File: config.mk
export PLATFORM = sky130hd
export DESIGN_NAME = fetch_stage
export DESIGN_NICKNAME = d
export VERILOG_FILES = /design/src/rtl/fetch_stage.sv
export SDC_FILE = /design/constraint.sdc
export NUM_CORES = 1
export LEC_CHECK = 0
export BUFFER_PORTS_ARGS = -buffer_cell sky130_fd_sc_hd__buf_2
export CORE_MARGIN = 3
export CORE_UTILIZATION = 40
export CTS_CLUSTER_SIZE = 40
export DETAILED_ROUTE_END_ITERATION = 8
export PLACE_DENSITY_LB_ADDON = 0.12
export SLEW_MARGIN = 20
export SYNTH_ARGS = -nofsm -noshare
export SYNTH_HDL_FRONTEND = slang
export SYNTH_SLANG_ARGS = --single-unit
File: constraint.sdc
create_clock -name clk -period 6.1 [get_ports clk]
set_input_delay 0 -clock clk [delete_from_list [all_inputs] [get_ports clk]]
set_output_delay 0 -clock clk [all_outputs]
set_load 0.1 [all_outputs]
File: src/rtl/fetch_stage.sv
// Instruction fetch stage: one outstanding instruction-memory request, redirect
// handling with response draining, and a decode-side register with immediate-format select.
module fetch_stage #(
   parameter logic [31:0] RESET_PC = 32'h0000_0000
) (
   input  logic        clk,
   input  logic        rst,
   output logic        imem_req_valid,
   output logic [31:0] imem_req_addr,
   input  logic        imem_req_ready,
   input  logic        imem_resp_valid,
   input  logic [31:0] imem_resp_data,
   input  logic        redirect_valid,
   input  logic [31:0] redirect_pc,
   output logic        id_valid,
   input  logic        id_ready,
   output logic [31:0] id_inst,
   output logic [31:0] id_pc,
   output logic [2:0]  id_imm_sel
);

   typedef enum logic [1:0] {
      IDLE  = 2'b00,
      REQ   = 2'b01,
      WAIT  = 2'b10,
      DRAIN = 2'b11
   } state_e;

   state_e      state_q, state_d;
   logic [31:0] pc_q, pc_d;
   logic        id_valid_q, id_valid_d;
   logic [31:0] id_inst_q, id_inst_d;
   logic [31:0] id_pc_q, id_pc_d;
   logic [2:0]  id_imm_sel_q, id_imm_sel_d;
   logic        req_fire_s;
   logic        load_s;
   logic [31:0] redir_pc_s;

   function automatic logic [2:0] decode_imm_sel(input logic [6:0] opcode);
      logic [2:0] sel;
      case (opcode)
         7'b0010011: sel = 3'b000;
         7'b0000011: sel = 3'b001;
         7'b0100011: sel = 3'b010;
         7'b1100111: sel = 3'b011;
         7'b1101111: sel = 3'b100;
         7'b1100011: sel = 3'b110;
         default:    sel = 3'b111;
      endcase
      return sel;
   endfunction

   // Requesting only while the id register will be free keeps a returning response loadable.
   assign imem_req_valid = (state_q == REQ) && (!id_valid_q || id_ready);
   assign imem_req_addr  = pc_q;
   assign req_fire_s     = imem_req_valid && imem_req_ready;
   assign redir_pc_s     = {redirect_pc[31:2], 2'b00};

   // Next-state, pc and response-load decision.
   always_comb begin
      state_d = state_q;
      pc_d    = pc_q;
      load_s  = 1'b0;
      case (state_q)
         IDLE: begin
            state_d = REQ;
         end
         REQ: begin
            if (redirect_valid) begin
               pc_d    = redir_pc_s;
               state_d = req_fire_s ? DRAIN : REQ;
            end else if (req_fire_s) begin
               state_d = WAIT;
            end else begin
               state_d = REQ;
            end
         end
         WAIT: begin
            if (imem_resp_valid) begin
               state_d = REQ;
               if (redirect_valid) begin
                  pc_d = redir_pc_s;
               end else begin
                  load_s = 1'b1;
                  pc_d   = pc_q + 32'd4;
               end
            end else if (redirect_valid) begin
               pc_d    = redir_pc_s;
               state_d = DRAIN;
            end else begin
               state_d = WAIT;
            end
         end
         DRAIN: begin
            if (redirect_valid) begin
               pc_d = redir_pc_s;
            end else begin
               pc_d = pc_q;
            end
            state_d = imem_resp_valid ? REQ : DRAIN;
         end
         default: begin
            state_d = IDLE;
         end
      endcase
   end

   // Decode-side register: redirect beats load, load beats the consume handshake.
   always_comb begin
      id_valid_d   = id_valid_q;
      id_inst_d    = id_inst_q;
      id_pc_d      = id_pc_q;
      id_imm_sel_d = id_imm_sel_q;
      if (redirect_valid) begin
         id_valid_d = 1'b0;
      end else if (load_s) begin
         id_valid_d   = 1'b1;
         id_inst_d    = imem_resp_data;
         id_pc_d      = pc_q;
         id_imm_sel_d = decode_imm_sel(imem_resp_data[6:0]);
      end else if (id_valid_q && id_ready) begin
         id_valid_d = 1'b0;
      end else begin
         id_valid_d = id_valid_q;
      end
   end

   // State and datapath registers.
   always_ff @(posedge clk or posedge rst) begin
      if (rst) begin
         state_q      <= IDLE;
         pc_q         <= RESET_PC;
         id_valid_q   <= 1'b0;
         id_inst_q    <= 32'd0;
         id_pc_q      <= 32'd0;
         id_imm_sel_q <= 3'b111;
      end else begin
         state_q      <= state_d;
         pc_q         <= pc_d;
         id_valid_q   <= id_valid_d;
         id_inst_q    <= id_inst_d;
         id_pc_q      <= id_pc_d;
         id_imm_sel_q <= id_imm_sel_d;
      end
   end

   assign id_valid   = id_valid_q;
   assign id_inst    = id_inst_q;
   assign id_pc      = id_pc_q;
   assign id_imm_sel = id_imm_sel_q;

endmodule

==> reports/qor.csv, run 1 <==
stage;metric;value;unit
global_route;first-pass GRT wire length;23.4;mm
power;sw frac;0.593;
global_route;largest net degree at the start of global routing;81;
yosys;average size of a mapped cell;8.65;um2
clock_network;CTS tree;built;
clock_network;Hold Buf Count CTS;62;
finish;Layout Cells excl Fill;914;
routing;vias per inst;5.16;
clock_network;Post-CTS Setup Bufs;0;
power;Sw Pwr;2.18;mW
routing;drt pass-1 iters;4;
power;Int Pwr;1.50;mW
timing;crit share post-route;0.464;
worst_hold_path;worst min path class;in -> reg;
yosys;flops & latches, synth;102;
timing;clk_skew;0.00957;ns
routing;# DRC;0;
setup_path;Crit Path Class;reg -> reg;
global_route;vias in the first global route;4604;
yosys;Synth Area in Compound Gates;0.115;
setup_path;max incr delay on CP;0.82;ns
clock_network;Worst-path clk slew;0.07;ns
placement;Post-Place Cells;836;
floorplan;I/O pin total;171;
global_route;Global Route Usage Sum;0.222;
yosys;Post-synth EDFFs;0;
clock_network;post-cts sizing count;0;
floorplan;Die Y;116;um
timing;worst slew pin tran;0.962;ns
setup_path;worst endpoint required time;6.38;ns
placement;Detailed Place HPWL;9.62;mm
power;worst ir drop on vdd;0.000340;V
timing;Max Clk Rate;353;MHz
timing;RSZ-0062 raised after global routing;false;
clock_network;clk buf depth;2;
clock_network;clock latency on the worst-skew pair;0.34;ns
timing;final hold viol count;0;
power;sequential group share of total power;0.281;
run;Max Cap Viol;0;
yosys;XOR/XNOR Fraction of Synth Area;0;
timing;Slew Limit Fails;0;
placement;GPL Wtd Cong;0.829;
run_status;status;finished, final reports clean;
setup_path;endpoint class of the critical path;flop;
global_route;antenna violations before repair;0;
floorplan;core footprint;0.0116;mm2
routing;total wire length;14.6;mm
yosys;sequential fraction of the synthesis area;0.531;
power;Comb power frac;0.560;
power;leakage;3.38;nW
setup_path;Critical Path AT;3.11;ns
yosys;post-synthesis adder-cell area fraction;0.00260;
routing;vias;4718;
yosys;async set-reset flop share out of synthesis;1.00;
setup_path;critical path fanouts, max;21;
yosys;Main synth FF type;dfrtp_1;
global_route;GR Overflow Total;0;
floorplan;Die W;116;um
routing;Iter 0 DRT Violations;314;
yosys;largest family of logic cells by synthesized area;simple AND/OR/NAND/NOR gates;
timing;Slew Limit Headroom;0.358;
setup_path;worst path buffer plus inverter count;1;
floorplan;die area;0.0134;mm2
timing;Hold Worst Slack;0.0249;ns
yosys;Synth Warn #;0;
clock_network;root buffer cell;clkbuf_16;
finish;post-synthesis to final-layout area growth;38.4;%
clock_network;H-tree depth;3;
setup_path;crit-path leading delay family;simple AND/OR/NAND/NOR gates;
yosys;Simple-Gate Fraction of Synth Area;0.290;
finish;fillers;1094;
timing;Setup TNS;0;ns
placement;# port buffers;168;
yosys;Post-Syn Area;0.00481;mm2
routing;Avg WL per Cell;16.0;um
floorplan;row count;39;
power;pwr/cell area;553;mW/mm2
power;clock share of power;0.159;
floorplan;Starting Density;0.416;
clock_network;CTS Buf Count;9;
setup_path;CP startpoint kind;flop;
finish;share of cells above drive strength 1;0.263;
yosys;Synth cell types;55;
timing;Setup violations, final;0;
clock_network;CTS Sinks;102;
yosys;multiplexer share of the synthesized area;0.0231;
setup_path;crit-path cells;nor2_2 -> nor2_1 -> mux2i_1 -> a32oi_1 -> dlygate4sd3_1;
finish;Nets;837;
yosys;syn_nets;627;
routing;Final ANT Viol Nets;0;
yosys;Mapped Cells;556;
setup_path;slowest CP cell;nor2_2;
finish;antenna cell count;0;
timing;Final min period;2.83;ns
==> cell type report <==
| type | instances | area (um2) | area share |
|---|---|---|---|
| timing repair buffer | 232 | 1480 | 0.222 |
| clock buffer | 11 | 243 | 0.0364 |
| clock inverter | 5 | 60.1 | 0.00902 |
| inverter | 13 | 51.3 | 0.00770 |
| tap | 143 | 179 | 0.0269 |
| multi-input combinational | 408 | 2090 | 0.314 |
| sequential | 102 | 2560 | 0.384 |
==> registers in the layout, indices dropped and copies added (netlist names) <==
register	cells
id_pc	32
id_imm_sel	3
state_q	2
id_inst	32
imem_req_addr	32
id_valid	1
==> kinds of logic (layout without fill, tap and decap cells) <==
kind of cell	count (synthesis)	after routing
mux	11	11
flops	102	102
buf+inv	46	261
fa+ha+maj	1	1
compound gates	86	86
simple gates	310	310
==> tightest hold or removal path, cell delays in order <==
cell,delay (ns)
buf_2,0.10
nor2_1,0.14
a221oi_1,0.07
==> metrics by stage <==
step	util	power, mW	area (um2)	worst slack, ns
2_1_floorplan	-	2.75	4810	2.29
3_3_place_gp	0.496	3.06	5740	3.52
3_5_place_dp	0.496	3.08	5740	3.45
4_1_cts	0.576	3.71	6660	3.34
5_1_grt	0.576	3.83	6660	3.12
6_report	0.576	3.69	6660	3.27
==> synthesized netlist by cell type (all sizes together), types with 2 or more instances <==
| library cell | number | area (um2) |
|---|---|---|
| a211o | 2 | 17.5 |
| a21oi | 18 | 90.1 |
| a22oi | 2 | 15.0 |
| a31oi | 5 | 31.3 |
| a32oi | 2 | 17.5 |
| a41oi | 3 | 26.3 |
| and2 | 2 | 12.5 |
| and3 | 3 | 18.8 |
| and4 | 2 | 17.5 |
| buf | 7 | 36.3 |
| clkbuf | 26 | 97.6 |
| dfrtp | 99 | 2480 |
| dfstp | 3 | 78.8 |
| inv | 12 | 45.0 |
| mux2i | 10 | 100 |
| nand2 | 200 | 751 |
| nand2b | 3 | 18.8 |
| nand3 | 17 | 90.1 |
| nand4 | 14 | 93.8 |
| nor2 | 23 | 86.3 |
| nor2b | 5 | 31.3 |
| nor3 | 18 | 90.1 |
| nor3b | 3 | 22.5 |
| nor4 | 10 | 90.1 |
| o21ai | 28 | 140 |
| o22ai | 9 | 56.3 |
| o32ai | 3 | 26.3 |
| or3 | 5 | 31.3 |
| or4 | 3 | 26.3 |
==> final timing paths <==
check | endpoint | startpoint | cells past startpoint | slack, ns
max reg2reg | imem_req_addr[26] | state_q[1] | 5 | 3.27
min reg2reg | id_imm_sel[1] | id_imm_sel[1] | 2 | 0.46
max in group asynchronous | imem_req_addr[27] | rst | 4 | 4.68
min | imem_req_addr[8] | redirect_pc[8] | 3 | 0.02
min in group asynchronous | id_inst[15] | rst | 3 | 0.28
max | imem_req_addr[26] | state_q[1] | 5 | 3.27
==> placed cells by master (no fill, tap or decap), drive strengths merged, types with 3 or more instances in the layout <==
master       instances
nand4               14
nor4                10
clkbuf              11
inv                 12
or3                  5
nand3               17
nor2                23
a31oi                5
dfstp                3
o22ai                9
and3                 3
o21ai               28
clkinv               4
o32ai                3
nand2              200
dfrtp               99
a21oi               18
dlygate4sd3         62
or4                  3
buf                170
nand2b               3
a41oi                3
mux2i               10
nor3b                3
nor2b                5
nor3                18
==> power groups by stage <==
| stage | registers, mW | logic (mW) | clock network, mW |
|---|---|---|---|
| 4_1_cts | 1.03 | 2.07 | 0.598 |
| 2_1_floorplan | 2.48 | 0.270 | 0 |
| 3_5_place_dp | 1.04 | 2.04 | 0 |
| 5_1_grt | 1.07 | 2.15 | 0.619 |
| 3_3_place_gp | 1.04 | 2.03 | 0 |
| 6_report | 1.04 | 2.06 | 0.585 |
==> metal layers <==
metal  global-route usage  up-vias  part of all wire
li1                     -     2325                 -
met1                0.305     2211              0.45
met2                0.362      168              0.47
met3               0.0423       14             0.063
met4               0.0657        0             0.014
met5                    0        -                 0
Note: power is estimated with default switching activity, not from simulation.
==> run 2: changes to the inputs <==
==> constraint.sdc (replaced) <==
create_clock -name clk -period 2.4 [get_ports clk]
set_input_delay 0 -clock clk [delete_from_list [all_inputs] [get_ports clk]]
set_output_delay 0 -clock clk [all_outputs]
set_load 0.1 [all_outputs]
==> reports/qor.csv, run 2 (same netlist as run 1, synthesis figures left out) <==
stage;metric;value;unit;change
timing;Max Clk Rate;451;MHz;was 353 MHz
clock_network;CTS Sinks;102;;unchanged
global_route;vias in the first global route;4692;;was 4,604
floorplan;Die W;116;um;unchanged
clock_network;root buffer cell;clkbuf_16;;unchanged
clock_network;CTS tree;built;;unchanged
floorplan;row count;39;;unchanged
global_route;GR Overflow Total;0;;unchanged
clock_network;post-cts sizing count;0;;unchanged
timing;Final min period;2.22;ns;was 2.83 ns
setup_path;CP startpoint kind;flop;;unchanged
run_status;violated checks;hold timing;;
setup_path;endpoint class of the critical path;flop;;unchanged
global_route;largest net degree at the start of global routing;60;;was 81
worst_hold_path;worst min path class;in -> reg;;unchanged
timing;crit share post-route;0.924;;was 0.464
routing;Final ANT Viol Nets;0;;unchanged
setup_path;critical path fanouts, max;8;;was 21
global_route;antenna violations before repair;0;;unchanged
routing;drt pass-1 iters;5;;was 4
finish;Nets;851;;was 837
routing;# DRC;0;;unchanged
setup_path;max incr delay on CP;0.73;ns;was 0.82 ns
finish;post-synthesis to final-layout area growth;42.6;%;was 38.4%
timing;final worst slack;0.182;ns;was 3.27 ns
floorplan;Starting Density;0.416;;unchanged
clock_network;H-tree depth;3;;unchanged
clock_network;Post-CTS Setup Bufs;0;;unchanged
global_route;Global Route Usage Sum;0.226;;was 0.222
placement;dpl ws;0.209;ns;was 3.45 ns
setup_path;crit-path leading delay family;simple AND/OR/NAND/NOR gates;;unchanged
timing;final hold viol count;1;;was 0
setup_path;worst endpoint required time;2.63;ns;was 6.38 ns
run_status;status;finished, violations left;;was finished, final reports clean
clock_network;Worst-path clk slew;0.07;ns;about the same
floorplan;Die Y;116;um;unchanged
timing;Slew Limit Headroom;0.517;;was 0.358
finish;share of cells above drive strength 1;0.308;;was 0.263
finish;fin util;0.593;;was 0.576
global_route;first-pass GRT wire length;23.8;mm;was 23.4 mm
finish;Layout Cells excl Fill;928;;was 914
power;pwr/cell area;1380;mW/mm2;was 553 mW/mm2
routing;total wire length;14.9;mm;was 14.6 mm
timing;Slew Limit Fails;0;;unchanged
setup_path;worst path buffer plus inverter count;0;;was 1
placement;Detailed Place HPWL;10.2;mm;was 9.62 mm
timing;RSZ-0062 raised after global routing;false;;unchanged
power;worst ir drop on vdd;0.000835;V;was 0.000340 V
timing;worst slew pin tran;0.722;ns;was 0.962 ns
power;leakage;3.48;nW;was 3.38 nW
setup_path;R2R Setup Slk;0.18;ns;was 3.27 ns
run;Max Cap Viol;0;;unchanged
routing;Iter 0 DRT Violations;310;;was 314
placement;Post-Place Cells;854;;was 836
placement;DP Area;0.00597;mm2;was 0.00574 mm2
floorplan;core footprint;0.0116;mm2;unchanged
finish;post-route cell area;0.00686;mm2;was 0.00666 mm2
timing;Hold Worst Slack;-0.00548;ns;was 0.0249 ns
clock_network;CTS Buf Count;9;;unchanged
routing;vias;4846;;was 4,718
floorplan;die area;0.0134;mm2;unchanged
floorplan;I/O pin total;171;;unchanged
finish;most common cell after layout, fill and taps aside;nand2_1;;unchanged
setup_path;slowest CP cell;or4_1;;was nor2_2
setup_path;Crit Path Class;reg -> reg;;unchanged
timing;clk_skew;0.00534;ns;was 0.00957 ns
placement;GPL Wtd Cong;0.839;;was 0.829
power;overall power;9.50;mW;was 3.69 mW
finish;antenna cell count;0;;unchanged
clock_network;Hold Buf Count CTS;58;;was 62
timing;Setup violations, final;0;;unchanged
routing;Avg WL per Cell;16.1;um;was 16.0 um
clock_network;clk buf depth;2;;unchanged
clock_network;clock latency on the worst-skew pair;0.34;ns;about the same
placement;# port buffers;168;;unchanged
setup_path;Critical Path AT;2.45;ns;was 3.11 ns
finish;most frequent cells in the layout;nand2_1 (200), buf_2 (168), dfrtp_1 (81);;was nand2_1 (200), buf_2 (168), dfrtp_1 (99)
setup_path;crit-path cells;nand4_1 -> or4_1 -> nor4_2 -> nor3b_1 -> a211o_1;;was nor2_2 -> nor2_1 -> mux2i_1 -> a32oi_1 -> dlygate4sd3_1
routing;vias per inst;5.22;;was 5.16
==> run 2: changes by cell type in the layout (fill, tap and decap cells not counted), sizes merged <==
cell	delta
inv	-1
buf	+18
clkinv	+2
clkbuf	-2
dlygate4sd3	-4
bufinv	+1
==> run 2: final cells by class <==
| class | count | area, um2 |
|---|---|---|
| fill | 1050 | 4700 |
| sequential | 102 | 2580 |
| multi-input combinational | 408 | 2130 |
| timing repair buffer | 246 | 1610 |
| clock buffer | 9 | 225 |
| tap | 143 | 179 |
| clock inverter | 7 | 88.8 |
| inverter | 13 | 52.6 |
==> run 2: tightest hold or removal path: cells and delay by family <==
kind | cells | cell delay, ns
compound gates | 2 | 0.21
buf+inv | 1 | 0.08
==> run 2: routing by layer <==
layer / track usage / wire, um / vias to the layer above
li1: - / - / 2344
met1: 0.317 / 6810 / 2326
met2: 0.361 / 7060 / 159
met3: 0.0423 / 885 / 17
met4: 0.0642 / 176 / 0
met5: 0 / 0 / -
==> run 2: power breakdown <==
group | switching, mW | total (mW) | internal, mW
Clock | 0.637 | 1.55 | 0.908
Combinational | 4.56 | 5.33 | 0.772
Sequential | 0.371 | 2.62 | 2.25
==> run 2: per-stage QoR <==
step           setup TNS [ns]  hold WS, ns
6_report                    0     -0.00548
5_1_grt                     0       0.0179
4_1_cts                     0     0.000443
3_5_place_dp                0      0.00698
3_3_place_gp                0      0.00534
2_1_floorplan         -0.0483        0.105
==> run 2: worst paths after layout <==
check                            startpoint                end  cells past startpoint
max                        imem_req_addr[3]  imem_req_addr[29]                      5
min                         redirect_pc[21]  imem_req_addr[21]                      3
max reg2reg                imem_req_addr[3]  imem_req_addr[29]                      5
min reg2reg                     id_inst[30]        id_inst[30]                      2
max in group asynchronous               rst      id_imm_sel[0]                      4
min in group asynchronous               rst        id_inst[20]                      3
